**src/rtl/relm_i2c_target.sv**
```systemverilog
// ReLM I2C target: a small byte register file shared between an I2C
// bus and a core pop port.
module relm_i2c_target #(
    parameter int         WD       = 32,
    parameter logic [6:0] DEV_ADDR = 7'h42,
    parameter int         WRA      = 4
) (
    input  logic        clk,
    input  logic        rst_n_in,
    input  logic        scl_in,
    input  logic        sda_in,
    output logic        sda_oe_out,
    input  logic [WD:0] d_in,
    output logic [WD:0] q_out
);

    typedef enum logic [3:0] {
        IDLE,
        ADDR,
        ADDR_ACK,
        PTR,
        PTR_ACK,
        WDATA,
        WDATA_ACK,
        RDATA,
        RDATA_ACK,
        WAIT
    } state_t;

    state_t         state;
    state_t         state_nx;
    logic [2:0]     scl_sync;
    logic [2:0]     sda_sync;
    logic           scl;
    logic           sda;
    logic           scl_rise;
    logic           scl_fall;
    logic           start;
    logic           stop;
    logic [3:0]     bcnt;
    logic [3:0]     bcnt_nx;
    logic [6:0]     shreg;
    logic [6:0]     shreg_nx;
    logic [7:0]     byte_in;
    logic [7:0]     tx;
    logic [7:0]     tx_nx;
    logic [2:0]     tx_idx;
    logic           rw;
    logic           rw_nx;
    logic           match;
    logic           match_nx;
    logic           oe;
    logic           oe_nx;
    logic           commit;
    logic [WRA-1:0] ptr;
    logic [WRA-1:0] ptr_nx;
    logic [WRA-1:0] core_idx;
    logic           core_we;
    logic           core_clr;
    logic           wev;
    logic           busy;
    logic           unused_d;
    logic [7:0]     regs [2**WRA];

    assign core_we  = d_in[WD];
    assign core_clr = d_in[WD-2];
    assign core_idx = d_in[8 +: WRA];
    assign unused_d = ^{d_in[WD-1], d_in[WD-3:8+WRA]};

    // [0],[1] synchronize, [2] holds the previous synchronized value
    always_ff @(posedge clk) begin
        if (!rst_n_in) begin
            scl_sync <= '1;
            sda_sync <= '1;
        end else begin
            scl_sync <= {scl_sync[1:0], scl_in};
            sda_sync <= {sda_sync[1:0], sda_in};
        end
    end

    assign scl      = scl_sync[1];
    assign sda      = sda_sync[1];
    assign scl_rise = scl & ~scl_sync[2];
    assign scl_fall = ~scl & scl_sync[2];
    assign start    = scl & scl_sync[2] & ~sda & sda_sync[2];
    assign stop     = scl & scl_sync[2] & sda & ~sda_sync[2];
    assign byte_in  = {shreg, sda};
    assign tx_idx   = 3'(4'd7 - bcnt);

    always_comb begin
        state_nx = state;
        bcnt_nx  = bcnt;
        shreg_nx = shreg;
        tx_nx    = tx;
        rw_nx    = rw;
        match_nx = match;
        ptr_nx   = ptr;
        oe_nx    = oe;
        commit   = 1'b0;
        if (start) begin
            state_nx = ADDR;
            bcnt_nx  = '0;
            oe_nx    = 1'b0;
        end else if (stop) begin
            state_nx = IDLE;
            oe_nx    = 1'b0;
        end else begin
            unique case (state)
                ADDR, PTR, WDATA: begin
                    if (scl_rise && bcnt != 4'd8) begin
                        shreg_nx = byte_in[6:0];
                        bcnt_nx  = bcnt + 4'd1;
                        if (bcnt == 4'd7) begin
                            unique case (1'b1)
                                state == ADDR: begin
                                    match_nx = byte_in[7:1] == DEV_ADDR;
                                    rw_nx    = byte_in[0];
                                end
                                state == PTR: begin
                                    ptr_nx = byte_in[WRA-1:0];
                                end
                                default: begin
                                    commit = 1'b1;
                                    ptr_nx = ptr + WRA'(1);
                                end
                            endcase
                        end
                    end else if (scl_fall && bcnt == 4'd8) begin
                        if (state == ADDR && !match) begin
                            state_nx = WAIT;
                        end else begin
                            oe_nx = 1'b1;
                            unique case (1'b1)
                                state == ADDR: state_nx = ADDR_ACK;
                                state == PTR:  state_nx = PTR_ACK;
                                default:       state_nx = WDATA_ACK;
                            endcase
                        end
                    end
                end
                ADDR_ACK: begin
                    if (scl_fall) begin
                        if (rw) begin
                            // first read bit goes out on the ACK's falling edge
                            tx_nx    = regs[ptr];
                            oe_nx    = ~regs[ptr][7];
                            bcnt_nx  = 4'd1;
                            state_nx = RDATA;
                        end else begin
                            oe_nx    = 1'b0;
                            bcnt_nx  = '0;
                            state_nx = PTR;
                        end
                    end
                end
                PTR_ACK, WDATA_ACK: begin
                    if (scl_fall) begin
                        oe_nx    = 1'b0;
                        bcnt_nx  = '0;
                        state_nx = WDATA;
                    end
                end
                RDATA: begin
                    if (scl_fall) begin
                        if (bcnt == 4'd8) begin
                            oe_nx    = 1'b0;
                            ptr_nx   = ptr + WRA'(1);
                            state_nx = RDATA_ACK;
                        end else begin
                            oe_nx   = ~tx[tx_idx];
                            bcnt_nx = bcnt + 4'd1;
                        end
                    end
                end
                RDATA_ACK: begin
                    if (scl_rise) begin
                        if (!sda) begin
                            tx_nx    = regs[ptr];
                            bcnt_nx  = '0;
                            state_nx = RDATA;
                        end else begin
                            state_nx = WAIT;
                        end
                    end
                end
                IDLE, WAIT: begin
                end
                default: begin
                    state_nx = IDLE;
                    oe_nx    = 1'b0;
                end
            endcase
        end
    end

    always_ff @(posedge clk) begin
        if (!rst_n_in) begin
            state <= IDLE;
            bcnt  <= '0;
            shreg <= '0;
            tx    <= '0;
            rw    <= 1'b0;
            match <= 1'b0;
            ptr   <= '0;
            oe    <= 1'b0;
            wev   <= 1'b0;
        end else begin
            state <= state_nx;
            bcnt  <= bcnt_nx;
            shreg <= shreg_nx;
            tx    <= tx_nx;
            rw    <= rw_nx;
            match <= match_nx;
            ptr   <= ptr_nx;
            oe    <= oe_nx;
            if (commit) begin
                wev <= 1'b1;
            end else if (core_clr) begin
                wev <= 1'b0;
            end
        end
    end

    // core write is issued last so it overrides a same-index bus commit
    always_ff @(posedge clk) begin
        if (!rst_n_in) begin
            for (int i = 0; i < 2**WRA; i++) begin
                regs[i] <= '0;
            end
        end else begin
            if (commit) begin
                regs[ptr] <= byte_in;
            end
            if (core_we) begin
                regs[core_idx] <= d_in[7:0];
            end
        end
    end

    assign busy       = (state != IDLE) && (state != WAIT);
    assign sda_oe_out = oe;

    always_comb begin
        q_out             = '0;
        q_out[WD-1]       = busy;
        q_out[WD-2]       = wev;
        q_out[8 +: WRA]   = ptr;
        q_out[7:0]        = regs[core_idx];
    end

endmodule

```
**config.mk**
```make
export PLATFORM = sky130hd
export DESIGN_NAME = relm_i2c_target
export DESIGN_NICKNAME = d
export VERILOG_FILES = /design/src/rtl/relm_i2c_target.sv
export SDC_FILE = /design/constraint.sdc
export NUM_CORES = 1
export LEC_CHECK = 0
export ABC_CLOCK_PERIOD_IN_PS = 3700
export CORE_MARGIN = 2
export CORE_UTILIZATION = 45
export CTS_CLUSTER_DIAMETER = 120
export DETAILED_ROUTE_END_ITERATION = 12
export PLACE_DENSITY_LB_ADDON = 0.2
export SLEW_MARGIN = 40
export SYNTH_ARGS = -nofsm -noshare
export SYNTH_HDL_FRONTEND = slang
export SYNTH_SLANG_ARGS = --single-unit
```
**constraint.sdc**
```tcl
create_clock -name clk -period 3.7 [get_ports clk]
set_input_delay 0.925 -clock clk [delete_from_list [all_inputs] [get_ports clk]]
set_output_delay 0.925 -clock clk [all_outputs]
set_load 0.05 [all_outputs]
```
Yosys cells after proc, flatten, opt, wreduce, memory -nomap -nowiden
Memories as Yosys holds them, arrays and structs flattened. A register that Yosys moved wholly into a read port is not among the register bits.
Cells that the tools add are included.
{"block": "totals", "word_cells": 167, "ram_bits": 128, "n_memories": 1, "input_bits": 37, "ff_bits": 37, "out_inout_bits": 34}
{"memory": "regs", "depth": 16, "word_bits": 8, "read_ports": 2, "rd_ports_with_merged_regs": 1, "write_ports": 16, "line_no": "63", "text": "logic [7:0] regs [2**WRA];"}
{"block": "classes", "muxes": 68, "n_addsub": 3, "n_lt_le_gt_ge": 1, "eq_ne": 36, "n_bitwise": 18, "n_reduce_logical": 28}
{"operator": "$mux W4", "count": 24}
{"operator": "$mux W8", "count": 6}
{"operator": "$ne A4 B4 Y1 const B", "count": 9}
{"operator": "$mux W1", "count": 29}
{"operator": "$ne A2 B2 Y1 const B", "count": 14}
{"operator": "$pmux W4 S6", "count": 1}
{"operator": "$reduce_and A8 Y1", "count": 3}
{"operator": "$eq A4 B3 Y1 const B", "count": 5}
{"operator": "$pmux W4 S5", "count": 1}
{"operator": "$pmux W4 S2", "count": 2}
{"operator": "$pmux W8 S2", "count": 1}
{"operator": "$reduce_or A8 Y1", "count": 2}
{"operator": "$reduce_and A7 Y1", "count": 2}
{"operator": "$eq A4 B4 Y1 const B", "count": 3}
{"operator": "$not A1 Y1", "count": 11}
{"operator": "$reduce_and A9 Y1", "count": 1}
{"operator": "$reduce_or A3 Y1", "count": 3}
{"operator": "$add A4 B1 Y4 const B", "count": 2}
{"operator": "$eq A4 B2 Y1 const B", "count": 2}
{"operator": "$reduce_or A2 Y1", "count": 4}
{"operator": "$and A1 B1 Y1", "count": 7}
{"operator": "$eq A7 B7 Y1 const B", "count": 1}
{"operator": "$pmux W3 S2", "count": 1}
{"operator": "$reduce_and A6 Y1", "count": 1}
{"operator": "other kinds (14)", "count": 19}

Depth between registers and ports, before layout
Gate-level depths: netlist (run 1).
{"block": "depth", "depth_word": 13, "depth_mapped": 7, "ltp_nobuf": 7}

Worst setup path after synthesis (run 1)
OpenSTA, ideal clock, no wires.
{"block": "synth_path", "path_kind": "input -> output", "from": "in d_in[8]", "to": "out q_out[0]", "required_time_ns": 2.775, "path_slack_ns": 0.208, "n_path_buf": 2, "t_arrival_ns": 2.567, "stages": 4, "cell_sequence": "buf_2 -> buf_2 -> mux4_2 -> mux4_2"}
{"block": "synth_between", "elab_chain_cells": 1}
{"item": "start, declared", "line_no": "13", "text": "input logic [WD:0] d_in,"}
{"item": "$mem_v2 Z16 W8"}
{"item": "end, declared", "line_no": "14", "text": "output logic [WD:0] q_out"}
No other way between the ends.

Worst setup path in the final report (run 1)
{"block": "layout_path", "from": "in d_in[9]", "to": "out q_out[3]"}
The elaborated chain is that of the path after synthesis.

==> out/summary.txt, run 1 <==
Final ANT Viol Nets = 0
Initial antenna violation count = 0
Net count, final = 797
GRT Residual Overflow = 0
Worst-margin pin slew = 0.969 ns
Post-synthesis mux area share = 0.198
Boundary Pins = 71
Via count = 7,158
Clk sinks = 169
Die X = 151 microns
Mapped Area = 9760 sq um
# port buffers = 32
CTS tree = done
CP Capture Type = primary output
Layout fillers = 1,753
Die area = 22,900 sq um
Outcome = completed
CP max-delay cell = mux4_2
Final std cells w/o fill = 1,042
CP cell instances = dlygate4sd2_1 > bufbuf_16 > mux4_2 > mux4_2 > buf_4
Final setup violating endpoints = 0
Post CTS Setup Buffer Count = 0
Ys flop type = edfxtp_1
Fmax achieved = 276 MHz
VDD IR max = 0.303 mV
Leak = 0.00368 uW
GP Congestion = 0.918
Netlist cell types = 58
Largest net degree at the start of global routing = 43
Crit path largest cell delay = 0.48 ns
Worst EP arrival = 2.70 ns
Post-route DRC violation count = 0
Placed Instances = 1,009
Ant. Diodes = 0
Post-synthesis async set-or-reset flop share = 0
Largest family of logic cells by synthesized area = multiplexers
H-tree depth = 4
Power density of the placed cells = 415 nW/um^2
Routed WL per cell = 29.4 microns
Rel. slew slack = 0.353
Compound-Gate Fraction of Synth Area = 0.161
Vias in the first global route = 7,120
Routed WL = 30,700 microns
Fin crit period = 3.63 ns
Global-route wire length before repair = 45,500 microns
Final critical-path share of the clock period = 0.980
Count of pins over their slew limit = 0
EDFF count, synth = 128
RSZ-0062 raised after global routing = no
CP most frequent cell = mux4_2
Detailed Place HPWL = 21,200 microns
Register bit total from synthesis = 169
WHS = 0.421 ns
Hold WC Path Type = reg2reg
Crit path buf inv count = 3
Simple-Gate Fraction of Synth Area = 0.102
YS warnings = 0
Worst Skew = 0.0104 ns
Mapped Cells = 747
Area Growth Syn to Fin = 11.5%
Layout cells sized above 1 = 0.246
Num rows = 53
Sequential area share after synthesis = 0.478
Critical Path RT = 2.77 ns
Setup CP Type = in2out
Final hold viol count = 0
DR iter-0 viols = 694
CP Launch Type = primary input
Pre-antenna DRT Iters = 5
Clock transition at the registers of the reported paths = 0.07 ns
Worst Path Max Fanout = 18
Crit-path leading delay family = buffers and inverters
Max-Cap Viols = 0
Skew-Pair Late Insertion Delay = 0.43 ns
Clock root cell = clkbuf_16
Core area = 21,200 sq um
Total CTS buffers = 17
Die height = 151 microns
Clk buf depth = 2
Starting density of the core = 0.461
Mean Syn Cell Area = 13.1 sq um
XOR/XNOR Fraction of Synth Area = 0
Synth Area in Adders = 0.00769
Gr usage total = 0.280
Via density = 6.87
-- worst paths after layout --
check              startpoint  slack (ns)           to  cells past startpoint
setup / recovery      d_in[9]        0.07     q_out[3]                      5
hold / removal    scl_sync[0]        0.42  scl_sync[1]                      1
setup reg to reg     state[2]        0.63  regs[13][7]                      5
hold reg to reg   scl_sync[0]        0.42  scl_sync[1]                      1
-- sequential cells by signal, indices dropped and copies added, names as in the netlist, named ones only --
| signal | count |
|---|---|
| sda_oe_out | 1 |
| bcnt | 4 |
| tx | 8 |
| sda_sync | 3 |
| regs | 128 |
| wev | 1 |
| match | 1 |
| scl_sync | 3 |
| shreg | 7 |
| state | 4 |
| rw | 1 |
| ptr | 4 |
-- layout by cell type, fill, tap and decap left out, types with 3 or more instances in the layout --
master | synthesis | layout
a21oi_1 | 16 | 16
clkdlybuf4s50_1 | 0 | 14
clkbuf_16 | 0 | 17
a31oi_1 | 3 | 3
inv_1 | 9 | 9
conb_1 | 1 | 19
buf_12 | 0 | 4
nor2_2 | 9 | 10
nor3_1 | 8 | 8
nand2_1 | 24 | 24
clkbuf_1 | 46 | 3
nand3b_1 | 18 | 18
nor2_1 | 47 | 46
o21ai_0 | 14 | 14
o22ai_1 | 3 | 3
nor3_2 | 4 | 4
nand3_1 | 25 | 25
nand4_1 | 9 | 9
dfxtp_2 | 0 | 7
ha_1 | 6 | 6
mux4_2 | 79 | 79
buf_2 | 11 | 9
clkinv_4 | 0 | 5
mux4_1 | 3 | 3
dfxtp_1 | 41 | 34
edfxtp_1 | 128 | 128
nor2b_1 | 6 | 6
nand4b_1 | 4 | 4
mux2i_1 | 7 | 7
nand2b_1 | 10 | 10
a22o_1 | 128 | 128
or2_2 | 3 | 3
buf_4 | 24 | 39
a211oi_1 | 4 | 4
-- cell usage after synthesis (all sizes together), types with 9 or more instances --
| master | count | share of area |
|---|---|---|
| a21oi | 16 | 0.0082 |
| nand3b | 18 | 0.014 |
| a22o | 128 | 0.11 |
| buf | 52 | 0.032 |
| nand4 | 9 | 0.0058 |
| nand2 | 24 | 0.0092 |
| inv | 9 | 0.0035 |
| edfxtp | 128 | 0.39 |
| clkbuf | 46 | 0.018 |
| o21ai | 14 | 0.0072 |
| nor2 | 56 | 0.024 |
| dfxtp | 41 | 0.084 |
| mux4 | 82 | 0.19 |
| nand3 | 25 | 0.013 |
| nand2b | 10 | 0.0064 |
| nor3 | 12 | 0.0082 |
-- routing by layer --
metal / vias to the layer above / GRT usage / routed length [microns]
met4: 0 / 0.114 / 1210
li1: 3011 / - / -
met1: 3704 / 0.360 / 11600
met3: 58 / 0.0639 / 2920
met5: - / 0 / 0
met2: 385 / 0.459 / 14900
-- kinds of logic (layout without fill, tap and decap cells) --
family | Yosys count | count (layout)
compound gates | 194 | 194
fa+ha+maj | 6 | 6
buf+inv | 107 | 109
flops | 169 | 169
mux | 89 | 89
other cells | 1 | 19
simple gates | 181 | 181
-- through the flow --
stage               total power (uW)  worst slack, ns   util  TNS [ns]  instance area [sq um]
floorplan                       2560            0.208      -         0                   9830
global placement                2720          -0.0258  0.486   -0.0776                  10300
detailed placement              2730          -0.0432  0.486    -0.186                  10300
CTS                             4510            0.107  0.515         0                  10900
global route                    4620           0.0975  0.515         0                  10900
finish                          4510           0.0722  0.515         0                  10900
-- worst reg2reg max path: stages (launching register included) --
cell and delay, ns:
dfxtp_1 0.74, nand4b_1 0.31, nor4_4 0.81, nand4_1 0.31, nor2_1 0.55, a22o_1 0.22
-- power breakdown --
part | switching, uW | internal [uW]
Clock | 784 | 1030
Combinational | 320 | 194
Sequential | 64.1 | 2130
Total | 1170 | 3350
-- area by class of cell --
class	instances	area, sq um	area share
sequential	169	4670	0.429
multi-input combinational	489	4650	0.427
timing repair buffer	68	599	0.0551
clock buffer	21	450	0.0414
tap	275	344	0.0316
clock inverter	11	139	0.0128
inverter	9	33.8	0.00310
-- what timing repair did --
action | CTS | global route
hold buffers | 0 | 0
setup endpoints to repair | 8 | 0
gates resized for setup | 1 | 0
(Power assumes the default switching activity.)
==> run 2: changes to the inputs <==
Settings changed: CTS_BUF_LIST set to sky130_fd_sc_hd__clkbuf_8.
==> out/summary.txt, run 2 (synthesis gave the netlist of run 1 again) <==
Setup CP Type = in2out
Fin crit period = 3.60 ns (-0.0283 ns)
Final setup violating endpoints = 0 (unchanged)
Layout fillers = 1,775 (+1.3%)
Critical Path Source = d_in[9]
GP Congestion = 0.918 (unchanged)
FF-to-FF Start = state[2]
Fin area = 10,700 sq um (-1.8%)
Via count = 7,135 (-0.32%)
Hold WC Path Type = reg2reg
Power density of the placed cells = 379 nW/um^2 (-8.7%)
CP max-delay cell = mux4_2
Max-Cap Viols = 0 (unchanged)
Gr usage total = 0.278 (-0.00140)
Leak = 0.00360 uW (-2.0%)
Die height = 151 microns (unchanged)
CP Capture Type = primary output
HP Start = scl_sync[0]
Detailed Place HPWL = 21,200 microns (unchanged)
Crit path largest cell delay = 0.50 ns (+0.02 ns)
Count of pins over their slew limit = 0 (unchanged)
Clock root cell = clkbuf_8
CP most frequent cell = mux4_2
Vias in the first global route = 7,116 (-0.056%)
Via density = 6.85 (-0.32%)
Max reg flops = 128 (unchanged)
Global-route wire length before repair = 45,200 microns (-0.67%)
Core area = 21,200 sq um (unchanged)
Num rows = 53 (unchanged)
Post-route DRC violation count = 0 (unchanged)
Rel. slew slack = 0.365 (+0.0120)
GRT Residual Overflow = 0 (unchanged)
RSZ-0062 raised after global routing = no
Worst-margin pin slew = 0.951 ns (-0.0180 ns)
Pre-antenna DRT Iters = 5 (unchanged)
Fmax achieved = 278 MHz (+0.78%)
Final hold viol count = 0 (unchanged)
Crit path buf inv count = 3 (unchanged)
Reg with most FFs = regs
Boundary Pins = 71 (unchanged)
Total CTS buffers = 17 (unchanged)
Commonest cells after routing, fill and taps aside = a22o_1 (128), edfxtp_1 (128), mux4_2 (79)
CP cell instances = dlygate4sd2_1 > bufbuf_16 > mux4_2 > mux4_2 > buf_4
Sequential Area = 4670 sq um (unchanged)
Worst EP arrival = 2.67 ns (-0.03 ns)
Clk sinks = 169 (unchanged)
Net count, final = 797 (unchanged)
Final ANT Viol Nets = 0 (unchanged)
Clock transition at the registers of the reported paths = 0.10 ns (+0.03 ns)
Crit-path leading delay family = buffers and inverters
Area Growth Syn to Fin = 9.56%
Largest net degree at the start of global routing = 43 (unchanged)
VDD IR max = 0.167 mV (-45%)
Regs by FF count = regs x128, tx x8, shreg x7
Outcome = completed
Power Total = 4050 uW (-10%)
CTS tree = done
Die area = 22,900 sq um (unchanged)
Worst Skew = 0.0185 ns (+0.00813 ns)
Final critical-path share of the clock period = 0.973 (-0.00764)
DR iter-0 viols = 608 (-12%)
Fin util = 0.506 (-0.00905)
H-tree depth = 4 (unchanged)
Starting density of the core = 0.461 (unchanged)
Worst Path Max Fanout = 18 (unchanged)
Die X = 151 microns (unchanged)
Multi-input gate area = 4650 sq um (unchanged)
Ant. Diodes = 0 (unchanged)
Skew-Pair Late Insertion Delay = 0.48 ns (+0.05 ns)
Routed WL = 30,400 microns (-0.70%)
Initial antenna violation count = 0 (unchanged)
Critical Path RT = 2.77 ns (about the same)
Post-DP Area = 10,300 sq um (unchanged)
# port buffers = 32 (unchanged)
Routed WL per cell = 29.2 microns (-0.70%)
Layout cells sized above 1 = 0.246 (unchanged)
WHS = 0.434 ns (+0.0130 ns)
Clk buf depth = 2 (unchanged)
CP Launch Type = primary input
run 2: power by group:
part	leakage [uW]	switching (uW)	internal (uW)	total, uW
clock network	0.000205	728	621	1350
registers	0.00156	63.3	2120	2190
logic	0.00184	319	194	513
run 2: final cells by class:
type | count | share of cell area
timing repair buffer | 68 | 0.0560
multi-input combinational | 489 | 0.434
tap | 275 | 0.0322
inverter | 9 | 0.00316
clock buffer | 18 | 0.0232
sequential | 169 | 0.437
clock inverter | 14 | 0.0140
run 2: final timing paths:
path                                     to  slack (ns)  cells after the start
worst max-delay path               q_out[4]        0.10                      5
worst min-delay path            scl_sync[1]        0.43                      1
worst max register to register  regs[13][3]        0.63                      5
worst min register to register  scl_sync[1]        0.43                      1
run 2: repair_timing:
action / CTS / global route
hold buffers: 0 / 0
buffers inserted: 0 / 0
endpoints found under the setup margin: 8 / 0
gates resized for setup: 1 / 0
endpoints found under the hold margin: 0 / 0
run 2: through the flow:
stage                     setup TNS, ns  worst slack (ns)  cells
final                                 0             0.100   1042
after detailed placement         -0.186           -0.0432   1009
after global routing                  0             0.101   1042
after global placement          -0.0776           -0.0258   1009
after CTS                             0             0.108   1042
after floorplan                       0             0.208    765
run 2: routing by layer:
layer | vias to the layer above | global-route usage | share of wire
met3 | 59 | 0.0657 | 0.091
li1 | 3010 | - | -
met2 | 383 | 0.457 | 0.49
met5 | - | 0 | 0
met1 | 3683 | 0.351 | 0.38
met4 | 0 | 0.124 | 0.039
==> run 3: changes to the inputs <==
Settings changed: GPL_TIMING_DRIVEN set to 0.
==> out/summary.txt, run 3 (synthesis gave the netlist of run 1 again) <==
Count of pins over their slew limit = 0 (unchanged)
H-tree depth = 4 (unchanged)
Fin crit period = 3.65 ns (+0.0548 ns)
Clock root cell = clkbuf_8
CP Capture Type = primary output
Final hold viol count = 0 (unchanged)
Die height = 151 microns (unchanged)
Clock transition at the registers of the reported paths = 0.09 ns (about the same)
Routed WL per cell = 28.2 microns (-3.6%)
RSZ-0062 raised after global routing = no
VDD IR max = 0.189 mV (+13%)
Initial antenna violation count = 3 (+3)
Die X = 151 microns (unchanged)
Placed Instances = 1,060 (+5.1%)
CTS tree = done
Final std cells w/o fill = 1,093 (+4.9%)
Sw Share = 0.287 (+0.0127)
Skew-Pair Late Insertion Delay = 0.49 ns (about the same)
Final critical-path share of the clock period = 0.988 (+0.0148)
Max-Cap Viols = 0 (unchanged)
GRT Residual Overflow = 0 (unchanged)
Reg with most FFs = regs
Starting density of the core = 0.461 (unchanged)
Worst Path Max Fanout = 10 (-8)
Gr usage total = 0.279 (+0.000677)
Outcome = completed
Clock power share = 0.314 (-0.019)
Die area = 22,900 sq um (unchanged)
Worst EP arrival = 2.73 ns (+0.06 ns)
Regs by FF count = regs x128, tx x8, shreg x7
Boundary Pins = 71 (unchanged)
Leak = 0.00359 uW (-0.25%)
Worst Skew = 0.0127 ns (-0.00581 ns)
Critical Path RT = 2.77 ns (about the same)
Post-route DRC violation count = 0 (unchanged)
Net count, final = 847 (+6.3%)
CP Launch Type = primary input
Global-route wire length before repair = 45,300 microns (+0.21%)
Vias in the first global route = 7,093 (-0.32%)
Power density of the placed cells = 366 nW/um^2 (-3.4%)
Clk sinks = 169 (unchanged)
Hold WC Path Type = reg2reg
Pint = 2800 uW (-4.8%)
Num rows = 53 (unchanged)
Resized cells post-CTS = 48 (+47)
Final ANT Viol Nets = 0 (unchanged)
Setup CP Type = in2out
Routed WL = 30,800 microns (+1.1%)
DR iter-0 viols = 935 (+54%)
TNS Setup = 0 ns (unchanged)
# port buffers = 20 (-38%)
Post-DP Area = 10,400 sq um (+0.91%)
Largest net degree at the start of global routing = 17 (-60%)
Layout fillers = 1,858 (+4.7%)
Pre-antenna DRT Iters = 6 (+1)
Via density = 6.73 (-1.6%)
Area Growth Syn to Fin = 9.98%
Fmax achieved = 274 MHz (-1.5%)
Fin area = 10,700 sq um (+0.39%)
Clk buf depth = 2 (unchanged)
Total CTS buffers = 17 (unchanged)
Via count = 7,361 (+3.2%)
Commonest cells after routing, fill and taps aside = a22o_1 (128), edfxtp_1 (128), mux4_2 (79)
Post CTS Setup Buffer Count = 0 (unchanged)
Worst-margin pin slew = 0.942 ns (-0.00980 ns)
Rel. slew slack = 0.370 (+0.00508)
Detailed Place HPWL = 22,700 microns (+7.0%)
CTS Hold Buffers Added = 0 (unchanged)
Sequential power share = 0.553 (+0.013)
Gate power share = 0.133 (+0.006)
Layout cells sized above 1 = 0.220 (-0.0261)
Final setup violating endpoints = 0 (unchanged)
GP Congestion = 0.954 (+3.9%)
Max reg flops = 128 (unchanged)
Net switching power figure = 1130 uW (+1.4%)
Fin util = 0.508 (+0.00195)
Core area = 21,200 sq um (unchanged)
-- run 3: power by group through the flow --
| stage | combinational (uW) | clock (uW) | sequential, uW |
|---|---|---|---|
| floorplan | 372 | 0 | 2190 |
| global placement | 521 | 0 | 2200 |
| detailed placement | 524 | 0 | 2210 |
| CTS | 517 | 1230 | 2170 |
| global route | 542 | 1300 | 2180 |
| finish | 524 | 1230 | 2170 |
-- run 3: area by class of cell --
| type | count | area, sq um | share of cell area |
|---|---|---|---|
| Clock inverter | 14 | 103 | 0.00956 |
| Multi-Input combinational cell | 489 | 4660 | 0.434 |
| Timing Repair Buffer | 20 | 160 | 0.0149 |
| Antenna cell | 1 | 2.50 | 0.000233 |
| Buffer | 98 | 517 | 0.0481 |
| Sequential cell | 169 | 4660 | 0.434 |
| Tap cell | 275 | 344 | 0.0320 |
| Clock buffer | 18 | 248 | 0.0231 |
| Inverter | 9 | 33.8 | 0.00315 |
-- run 3: path summary, 6_finish.rpt --
path | slack [ns] | start | endpoint | cells past startpoint
max | 0.05 | d_in[8] | q_out[7] | 5
min reg2reg | 0.43 | sda_sync[0] | sda_sync[1] | 1
min | 0.43 | sda_sync[0] | sda_sync[1] | 1
max reg2reg | 0.72 | bcnt[1] | regs[0][5] | 6
-- run 3: per-stage QoR --
step | setup WS [ns] | total power, uW | hold slack (ns)
after floorplan | 0.208 | 2560 | 0.386
after global placement | -0.908 | 2720 | 0.406
after detailed placement | -0.879 | 2740 | 0.401
after CTS | 0.000963 | 3920 | 0.438
after global routing | 0.00786 | 4020 | 0.449
final | 0.0456 | 3930 | 0.430
-- run 3: worst max-delay path, cell delays in order --
cell,delay [ns]
buf_4,0.20
buf_6,0.23
mux4_2,0.59
mux4_2,0.53
buf_2,0.24
-- run 3: layer usage --
metal  vias up  GRT usage  wire (microns)  share of wire
met4         0      0.124            1250          0.040
li1       3117          -               -              -
met1      3672      0.358           11100           0.36
met5         -          0               0              0
met3        64     0.0690            3590           0.12
met2       508      0.449           14800           0.48
